==> src/rtl/seq_bcd_converter.sv <==
// Sequential binary-to-BCD converter (double dabble, one input bit per clock).
// Signed or unsigned input, start/busy/done handshake, results held between conversions.
module seq_bcd_converter #(
   parameter int unsigned WIDTH  = 8,
   parameter int unsigned DIGITS = 3,
   parameter int unsigned SIGNED = 1
) (
   input  logic                  clk,
   input  logic                  rst_n,
   input  logic                  start,
   input  logic [WIDTH-1:0]      binary,
   output logic                  busy,
   output logic                  done,
   output logic                  sign_b,
   output logic [4*DIGITS-1:0]   bcd
);

   function automatic int unsigned dec_digits(input longint unsigned v);
      longint unsigned r;
      int unsigned     n;
      r = v;
      n = 1;
      for (int i = 0; i < 20; i++) begin
         if (r >= 64'd10) begin
            r = r / 64'd10;
            n = n + 1;
         end
      end
      return n;
   endfunction

   localparam int unsigned     BCD_W      = 4 * DIGITS;
   localparam int unsigned     CNT_W      = $clog2(WIDTH);
   localparam longint unsigned MAX_MAG    = (SIGNED != 0) ? (64'd1 << (WIDTH - 1))
                                                          : ((64'd1 << WIDTH) - 64'd1);
   localparam int unsigned     REQ_DIGITS = dec_digits(MAX_MAG);
   localparam logic [CNT_W-1:0] CNT_INIT  = CNT_W'(WIDTH - 1);

   if (WIDTH < 2 || WIDTH > 32) begin : g_bad_width
      $error("seq_bcd_converter: WIDTH=%0d outside 2..32", WIDTH);
   end
   if (DIGITS < REQ_DIGITS) begin : g_bad_digits
      $error("seq_bcd_converter: DIGITS=%0d too small, need %0d", DIGITS, REQ_DIGITS);
   end

   typedef enum logic {IDLE, CONV} state_t;

   state_t             state_q, state_d;
   logic [WIDTH-1:0]   mag_q, mag_d;
   logic [BCD_W-1:0]   scratch_q, scratch_d;
   logic [CNT_W-1:0]   cnt_q, cnt_d;
   logic               neg_q, neg_d;
   logic               busy_q, busy_d;
   logic               done_q, done_d;
   logic               sign_q, sign_d;
   logic [BCD_W-1:0]   bcd_q, bcd_d;

   logic [BCD_W-2:0]   adj;
   logic [BCD_W-1:0]   shifted;
   logic               in_neg;

   // Add-3 per digit; the top digit never exceeds 4 once DIGITS is legal, so its bit 3 is dropped
   for (genvar i = 0; i < DIGITS; i++) begin : g_adj
      if (i < DIGITS - 1) begin : g_full
         assign adj[4*i +: 4] = (scratch_q[4*i +: 4] >= 4'd5) ? scratch_q[4*i +: 4] + 4'd3
                                                               : scratch_q[4*i +: 4];
      end else begin : g_top
         assign adj[4*i +: 3] = (scratch_q[4*i +: 4] >= 4'd5) ? 3'(scratch_q[4*i +: 4] + 4'd3)
                                                               : scratch_q[4*i +: 3];
      end
   end

   assign shifted = {adj, mag_q[WIDTH-1]};
   assign in_neg  = (SIGNED != 0) && binary[WIDTH-1];

   always_comb begin
      state_d   = state_q;
      mag_d     = mag_q;
      scratch_d = scratch_q;
      cnt_d     = cnt_q;
      neg_d     = neg_q;
      busy_d    = busy_q;
      done_d    = 1'b0;
      sign_d    = sign_q;
      bcd_d     = bcd_q;
      case (state_q)
         IDLE: begin
            if (start) begin
               neg_d     = in_neg;
               mag_d     = in_neg ? WIDTH'(~binary + WIDTH'(1)) : binary;
               scratch_d = '0;
               cnt_d     = CNT_INIT;
               busy_d    = 1'b1;
               state_d   = CONV;
            end
         end
         CONV: begin
            scratch_d = shifted;
            mag_d     = {mag_q[WIDTH-2:0], 1'b0};
            cnt_d     = cnt_q - CNT_W'(1);
            if (cnt_q == '0) begin
               bcd_d   = shifted;
               sign_d  = neg_q;
               done_d  = 1'b1;
               busy_d  = 1'b0;
               state_d = IDLE;
            end
         end
         default: state_d = IDLE;
      endcase
   end

   always_ff @(posedge clk or negedge rst_n) begin
      if (!rst_n) begin
         state_q   <= IDLE;
         mag_q     <= '0;
         scratch_q <= '0;
         cnt_q     <= '0;
         neg_q     <= 1'b0;
         busy_q    <= 1'b0;
         done_q    <= 1'b0;
         sign_q    <= 1'b0;
         bcd_q     <= '0;
      end else begin
         state_q   <= state_d;
         mag_q     <= mag_d;
         scratch_q <= scratch_d;
         cnt_q     <= cnt_d;
         neg_q     <= neg_d;
         busy_q    <= busy_d;
         done_q    <= done_d;
         sign_q    <= sign_d;
         bcd_q     <= bcd_d;
      end
   end

   assign busy   = busy_q;
   assign done   = done_q;
   assign sign_b = sign_q;
   assign bcd    = bcd_q;

endmodule

==> config.mk <==
export PLATFORM = sky130hd
export DESIGN_NAME = seq_bcd_converter
export DESIGN_NICKNAME = d
export VERILOG_FILES = /design/src/rtl/seq_bcd_converter.sv
export SDC_FILE = /design/constraint.sdc
export NUM_CORES = 1
export LEC_CHECK = 0
export BUFFER_PORTS_ARGS = -buffer_cell sky130_fd_sc_hd__buf_2
export CORE_ASPECT_RATIO = 1.2
export CORE_MARGIN = 3
export CORE_UTILIZATION = 44
export CTS_CLUSTER_DIAMETER = 120
export DETAILED_ROUTE_END_ITERATION = 8
export GPL_ROUTABILITY_DRIVEN = 0
export GPL_TIMING_DRIVEN = 1
export PLACE_DENSITY_LB_ADDON = 0.2
export SYNTH_ARGS = -nofsm -noshare
export SYNTH_HDL_FRONTEND = slang
export SYNTH_SLANG_ARGS = --single-unit
==> constraint.sdc <==
create_clock -name clk -period 1.87 [get_ports clk]
set_input_delay 0 -clock clk [delete_from_list [all_inputs] [get_ports clk]]
set_output_delay 0 -clock clk [all_outputs]
set_load 0.02 [all_outputs]
# --- Word-level counts from Yosys, hierarchy flattened ---
# Index checks and enable logic that the tools add are counted.
totals:
  latchBits: 0
  n_memories: 0
  elab_cells: 43
  rom_bits: 0
  input_bits: 11
  ram_bits: 0
  register_bits: 40
op_classes:
  shifts: 0
  mul: 0
  addsub: 5
  n_reduce_logical: 4
  muxes: 18
  bitwise: 2
  n_div: 0
  n_lt_le_gt_ge: 3
  eq_ne: 2
op_table:
  columns: ["operator", "count"]
  rows:
  - ["$pmux W12 S2", 1]
  - ["$mux W8", 2]
  - ["$pmux W8 S2", 1]
  - ["$ge A4 B3 Y1 const B", 3]
  - ["$mux W12", 1]
  - ["$add A4 B2 Y4 const B", 2]
  - ["$add A8 B1 Y8 const B", 1]
  - ["$mux W4", 2]
  - ["$not A8 Y8", 1]
  - ["$mux W1", 6]
  - ["$mux W3", 2]
  - ["$pmux W3 S2", 1]
  - ["$reduce_and A2 Y1", 3]
  - ["$pmux W1 S2", 2]
  - ["$add A3 B2 Y3 const B", 1]
  - ["$logic_not A3 Y1", 1]
  - ["$sub A3 B1 Y3 const B", 1]
  - ["$ne A2 B1 Y1 const B", 1]
  - ["$ne A2 B2 Y1 const B", 1]
  - ["$not A1 Y1", 1]

# --- Longest topological paths before layout ---
# Gate-level depths: netlist of the first run.
logic_depth:
  depth_word: 5
  mapped_depth: 8
  mapped_depth_nobuf: 7

# --- Worst setup path after synthesis of the first run ---
# Ideal clock, no wire load.
synth_path:
  path_kind: "reg-to-reg"
  startpoint: "reg scratch_q[8]"
  endpoint: "reg bcd_q[10], in the netlist bcd[10]"
  path_slack_ns: 0.459
  path_buffers: 0
  stages_incl_launch_ff: 7
  t_arrival_ns: 1.286
  path_cell_list: "dfrtp_1 -> inv_1 -> ha_1 -> nand2b_1 -> a21oi_1 -> mux2i_1 -> mux2_2"
synth_between:
  elab_chain_len: 2
  word_cells_on_any_way: 3
  cone_classes: "add/sub: 1; order compare: 1; mux: 1"
synth_rtl:
  columns: ["item", "line", "rtl"]
  rows:
  - ["start: declaration", "50", "logic [BCD_W-1:0] scratch_q, scratch_d;"]
  - ["start signal: assignment", "127", "scratch_q <= scratch_d;"]
  - ["$ge A4 B3 Y1 or $add A3 B2 Y3 (tied branches)", "68", "assign adj[4*i +: 3] = (scratch_q[4*i +: 4] >= 4'd5) ? 3'(scratch_q[4*i +: 4] + 4'd3)"]
  - ["$mux W3 (*)", "68", null]
  - ["end signal: assignment", "123", "bcd_q <= '0;"]
  - ["end signal: assignment", "133", "bcd_q <= bcd_d;"]
  - ["end: declaration", "56", "logic [BCD_W-1:0] bcd_q, bcd_d;"]
# Mark *: on every way between the ends. The rest lies on a longest branch, timed or not.
# A chain may end at the register's enable or synchronous reset.

# --- Worst setup path after layout of the first run ---
layout_path:
  startpoint: "reg scratch_q[0]"
  endpoint: "reg bcd_q[2], in the netlist bcd[2]"
layout_between:
  elab_chain_len: 2
  word_cells_on_any_way: 3
  cone_classes: "add/sub: 1; order compare: 1; mux: 1"
layout_rtl:
  columns: ["item", "line", "rtl"]
  rows:
  - ["$add A4 B2 Y4 or $ge A4 B3 Y1 (tied branches)", "65", "assign adj[4*i +: 4] = (scratch_q[4*i +: 4] >= 4'd5) ? scratch_q[4*i +: 4] + 4'd3"]
  - ["$mux W4 (*)", "65", null]
# Marks and branches as above.

==> metrics.yaml, run 1 <==
firstDrtPassIters: 4
finClkSkew_ns: 0.007813
finalNetCount: 250
p_total_w: 0.003957
period_share_pct: 81.03
reg2regPathDepth: 6
rsz0062_at_grt: "false"
drc: 0
wire_per_inst_um: 13.23
root_buffer: "clkbuf_8"
hold_path.class: "input port to flip-flop"
clkTransAtPathRegs_ns: 0.08
fmax_mhz: 660.0
r2r_setup_slack_ns: 0.35
fin_tns_setup_ns: 0
startpoint_type: "flip-flop"
grt_use_total_pct: 15.64
drtIter0Drc: 45
cts_tree: "yes"
maxCapViolCount: 0
cts_buffer_depth: 2
fp.dieW_um: 68.17
grt_pass1_wl_um: 6368
antenna_found_initial: 0
slew_violations: 0
critPathCaptureType: "flip-flop"
n_antenna_cell: 0
syn-mean-instance-area_um2: 10.25
cp-endpoint: "bcd[2]$_DFFE_PN0P_"
mostFrequentLayoutCells: "dfrtp_1, buf_2, nand2_1"
final_hold_viol_count: 0
drtAntennaViolNets: 0
cts-resized-gates: 0
die_area_um2: 5495
status: "finished, final reports clean"
design.core.area_um2: 4359
grt_max_degree: 24
synth_seq_area_share_pct: 49.05
yosysWarnings: 0
leakage_nw: 1.159
setup_ws_ns: 0.3548
fin_crit_ns: 1.515
yosysUniqueCellTypes: 35
postPlaceCellArea_um2: 2245
initial_core_util_pct: 46.81
power-per-cell-area_nw_per_um2: 1672
worst_pin_slew_ns: 0.4126
rows: 26
numCtsBuffers: 5
syn-cell-area_um2: 2041
layout_commonest_cell: "dfrtp_1"
arrival_ns: 1.75
grt.overflow.total: 0
post-place-ws_ns: 0.3475
cts-htree-levels: 2
crit_type: "flip-flop to flip-flop"
fp.dieH_um: 80.60
min_path_cells: 3
drt-total-wl_um: 3796
vias_per_cell: 5.042
fin_util_pct: 54.28
setup_violations: 0
drive_above_1_share_pct: 20.35
worst_r2r_endpoint: "bcd[2]$_DFFE_PN0P_"
final_area_um2: 2366
peakVddDrop_mv: 0.5895
vias: 1447
nFillCells: 408
pin_count: 26
numClockSinks: 40
hpwl_um: 2757
syn_nets: 219
crit_required_ns: 2.11
synthCells: 199
grt_pass1_vias: 1368
io_buffers: 25
path_max_fanout: 3
rr_startpoint: "scratch_q[0]$_DFFE_PN0P_"
insertion_delay_ns: 0.29
slew_headroom_pct: 72.24
critPathLaunch: "scratch_q[0]$_DFFE_PN0P_"
area_growth_pct: 15.94
ys_seq_elements: 40
==> per-stage QoR <==
step	cells	hold WS, ns
2_1_floorplan	199	-0.2956
3_3_place_gp	278	-0.09535
3_5_place_dp	278	-0.09603
4_1_cts	287	0.006546
5_1_grt	287	0.01230
6_report	287	0.007770
==> registers in the layout, summed over array words and instances, names as in the netlist <==
name       flops
cnt_q          3
done           1
neg_q          1
state_q        1
mag_q          8
scratch_q     12
sign_b         1
bcd           12
busy           1
==> where the power goes <==
group	internal (W)	switching, W
Combinational	0.000780	0.000982
Sequential	0.00124	0.000245
Clock	0.000395	0.000315
==> layer usage <==
layer  vias to the layer above  wire length, um  global-route usage [%]  share of wire [%]
li1                        749                -                       -                  -
met1                       673             1860                   20.30                 49
met2                        18             1739                   24.49                 46
met3                         7              129                   4.196                3.4
met4                         0               67                   5.964                1.8
met5                         -                0                       0                  0
==> worst max-delay path: stages, from the launching register on <==
cell	delay, ns
dfrtp_1	0.40
inv_1	0.12
ha_1	0.20
nand2b_1	0.09
a21oi_2	0.19
mux2i_1	0.27
mux2_2	0.18
==> cell type report <==
| class | instances | area (um^2) | share of cell area [%] |
|---|---|---|---|
| inverters | 12 | 45.04 | 1.904 |
| multi-input cells | 138 | 950.9 | 40.19 |
| repair buffers | 33 | 187.7 | 7.932 |
| well taps | 56 | 70.07 | 2.961 |
| clock inverters | 3 | 42.54 | 1.798 |
| clock buffers | 5 | 68.82 | 2.909 |
| flip-flops and latches | 40 | 1001 | 42.31 |
==> repair_timing <==
action / CTS / global route
buffers inserted: 0 / 0
hold buffers: 1 / 0
hold endpoints to repair: 40 / 0
==> worst min path at each step <==
stage,startpoint,to,slack (ns)
detailed placement,rst_n,sign_b$_DFFE_PN0P_,-0.1
floorplan,rst_n,bcd[0]$_DFFE_PN0P_,-0.30
finish,binary[5],mag_q[5]$_DFFE_PN0P_,0.008
global placement,rst_n,sign_b$_DFFE_PN0P_,-0.1
CTS,binary[5],mag_q[5]$_DFFE_PN0P_,0.007
global route,binary[5],mag_q[5]$_DFFE_PN0P_,0.01
==> cell usage after synthesis (all sizes together) <==
library cell	n	area share, %
dfrtp	40	49
nand2	22	4.0
o21ai	16	4.1
a21oi	15	4.0
mux2i	14	6.9
nand2b	13	4.0
inv	12	2.2
nor3b	11	4.0
ha	9	5.5
buf	8	2.0
xnor2	6	2.6
nor2	5	0.92
mux2	4	2.2
a21o	3	1.1
nor3	3	0.74
a21boi	2	0.74
o31ai	2	0.74
a221o	1	0.49
a311oi	1	0.43
clkbuf	1	0.18
nand3	1	0.25
nand3b	1	0.37
nand4b	1	0.43
nor2b	1	0.31
nor4	1	0.31
nor4b	1	0.43
o211ai	1	0.37
or2	1	0.31
or4	1	0.37
or4b	1	0.49
xor2	1	0.43
==> logic make-up after synthesis <==
logic type               after synthesis  synth area share (%)
XOR/XNOR                               7                 3.004
adder cells (fa/ha/maj)                9                 5.518
AO/OA/AOI/OAI                         41                 12.02
buffers and inverters                 21                 4.353
flip-flops                            40                 49.05
AND/OR/NAND/NOR                       63                 16.98
multiplexers                          18                 9.074
Note: power is estimated with default switching activity, not from simulation.
==> run 2, diff against run 1 <==
==> constraint.sdc (replaced) <==
create_clock -name clk -period 1.4 [get_ports clk]
set_input_delay 0 -clock clk [delete_from_list [all_inputs] [get_ports clk]]
set_output_delay 0 -clock clk [all_outputs]
set_load 0.02 [all_outputs]
==> run 2 against run 1 <==
  * The flow now finishes with violations (setup timing)
  * Wire length increased by 13%
  * Maximum frequency is 3.7% higher
  * Clock skew is 0.0035 ns lower
  * Via count increased by 10%
  * First-iteration DRC count did not move
  * Die area is the same
  * Critical path type unchanged
==> metrics.yaml, run 2 (synthesized netlist as in run 1, its figures left out) <==
wire_per_inst_um: 13.74
hpwl_um: 2728
peakVddDrop_mv: 0.9370
rows: 26
design.core.area_um2: 4359
crit_buf_inv: 1
drive_above_1_share_pct: 37.11
violations: "setup timing"
fmax_mhz: 684.4
status: "complete, but fails checks"
max_stage_delay_ns: 0.38
p_int_w: 0.003979
crit_family: "multiplexers"
place_inst: 292
sw_frac_of_total_pct: 37.85
area_growth_pct: 34.89
layout_commonest_cell: "dfrtp_1"
fin_cells: 312
cts_buffer_depth: 2
clkTransAtPathRegs_ns: 0.08
slew_violations: 0
startpoint_type: "flip-flop"
numCtsBuffers: 5
root_buffer: "clkbuf_8"
crit_required_ns: 1.63
finClkSkew_ns: 0.004342
pwr-share-comb_pct: 53.6
antenna_found_initial: 0
drc: 0
rsz0062_at_grt: "true"
drtAntennaViolNets: 0
n_antenna_cell: 0
drtIter0Drc: 45
cts_tree: "yes"
grt.overflow.total: 0
crit_chain: "inv_2 > ha_4 > nand2b_4 > a21oi_4 > mux2i_2 > mux2_4"
power-per-cell-area_nw_per_um2: 2326
postPlaceCellArea_um2: 2379
vias: 1596
grt_pass1_wl_um: 6900
mostFrequentLayoutCells: "dfrtp_1, buf_4, buf_2"
finalNetCount: 275
fp.dieH_um: 80.60
drt-total-wl_um: 4288
setup_ws_ns: -0.06108
io_buffers: 25
path_max_fanout: 3
worst_pin_slew_ns: 0.4385
clockPowerShare_pct: 14.5
setup_violations: 4
cts-htree-levels: 2
die_area_um2: 5495
p_switching_w: 0.002423
fin_crit_ns: 1.461
maxCapViolCount: 0
leakage_nw: 1.323
arrival_ns: 1.70
insertion_delay_ns: 0.29
final_hold_viol_count: 0
pwr-share-seq_pct: 32.0
grt_use_total_pct: 16.76
crit_type: "flip-flop to flip-flop"
period_share_pct: 104.4
grt_pass1_vias: 1563
hold_path.class: "input port to flip-flop"
fp.dieW_um: 68.17
critPathCaptureType: "flip-flop"
numClockSinks: 40
slowest_stage: "dfrtp_1"
slew_headroom_pct: 70.77
initial_core_util_pct: 46.81
pin_count: 26
vias_per_cell: 5.115
final_area_um2: 2753
grt_max_degree: 25
firstDrtPassIters: 4
## run 2: changes by cell type in the layout (fill, tap and decap cells not counted), sizes merged
cell	previous run	this run
clkbuf	5	6
clkinvlp	1	0
buf	32	56
dlygate4sd3	1	2
## run 2: worst paths after layout
kind	from	to	slack, ns	cells after the start
min reg2reg	neg_q$_DFFE_PN0P_	sign_b$_DFFE_PN0P_	0.47	2
min in group asynchronous	rst_n	bcd[11]$_DFFE_PN0P_	0.18	2
max reg2reg	scratch_q[1]$_DFFE_PN0P_	bcd[2]$_DFFE_PN0P_	-0.06	6
max	scratch_q[1]$_DFFE_PN0P_	bcd[2]$_DFFE_PN0P_	-0.06	6
max in group asynchronous	rst_n	scratch_q[5]$_DFFE_PN0P_	0.75	3
min	binary[4]	mag_q[4]$_DFFE_PN0P_	0.01	3
## run 2: layer usage
metal | up-vias | GRT usage [%] | wire length (um)
met5 | - | 0 | 0
met4 | 0 | 7.753 | 94
met2 | 22 | 28.45 | 2187
met3 | 9 | 3.217 | 112
met1 | 773 | 19.93 | 1894
li1 | 792 | - | -
## run 2: power groups by stage
stage	clock network [W]	registers (W)	logic [W]
after CTS	0.000955	0.00201	0.00298
after global placement	0	0.00199	0.00266
after floorplan	0	0.00217	0.00160
final	0.000926	0.00205	0.00343
after detailed placement	0	0.00200	0.00271
after global routing	0.00100	0.00211	0.00379
## run 2: worst min-delay path: cells and delay by family
family / cells / cell delay, ns
compound gates: 1 / 0.05
xor+xnor: 1 / 0.11
buf+inv: 1 / 0.11
## run 2: stage by stage
stage / worst slack (ns) / total power [W] / setup TNS [ns] / util, % / hold slack (ns)
floorplan: 0.007886 / 0.003774 / 0 / - / -0.2956
global placement: -0.03693 / 0.004647 / -0.08051 / 54.56 / -0.02071
detailed placement: -0.04104 / 0.004710 / -0.1252 / 54.56 / -0.03225
CTS: -0.02147 / 0.005948 / -0.05026 / 59.36 / 0.004964
global route: -0.1146 / 0.006901 / -0.4713 / 63.15 / 0.01817
finish: -0.06108 / 0.006402 / -0.1075 / 63.15 / 0.01469
## run 2: cell type report
cell class	instances	area [um^2]
clock buffer	6	72.57
clock inverter	2	35.03
fill	370	1607
inverter	12	50.05
multi-input combinational	138	1105
sequential	40	1001
tap	56	70.07
timing repair buffer	58	419.2
## run 2: repair_timing
action                                  in CTS  in global routing
pin swaps                                    3                 10
endpoints found under the hold margin       35                  0
hold buffers                                 2                  0
endpoints found under the setup margin       5                 18
resized for setup                           15                 26
setup buffers                                2                  8
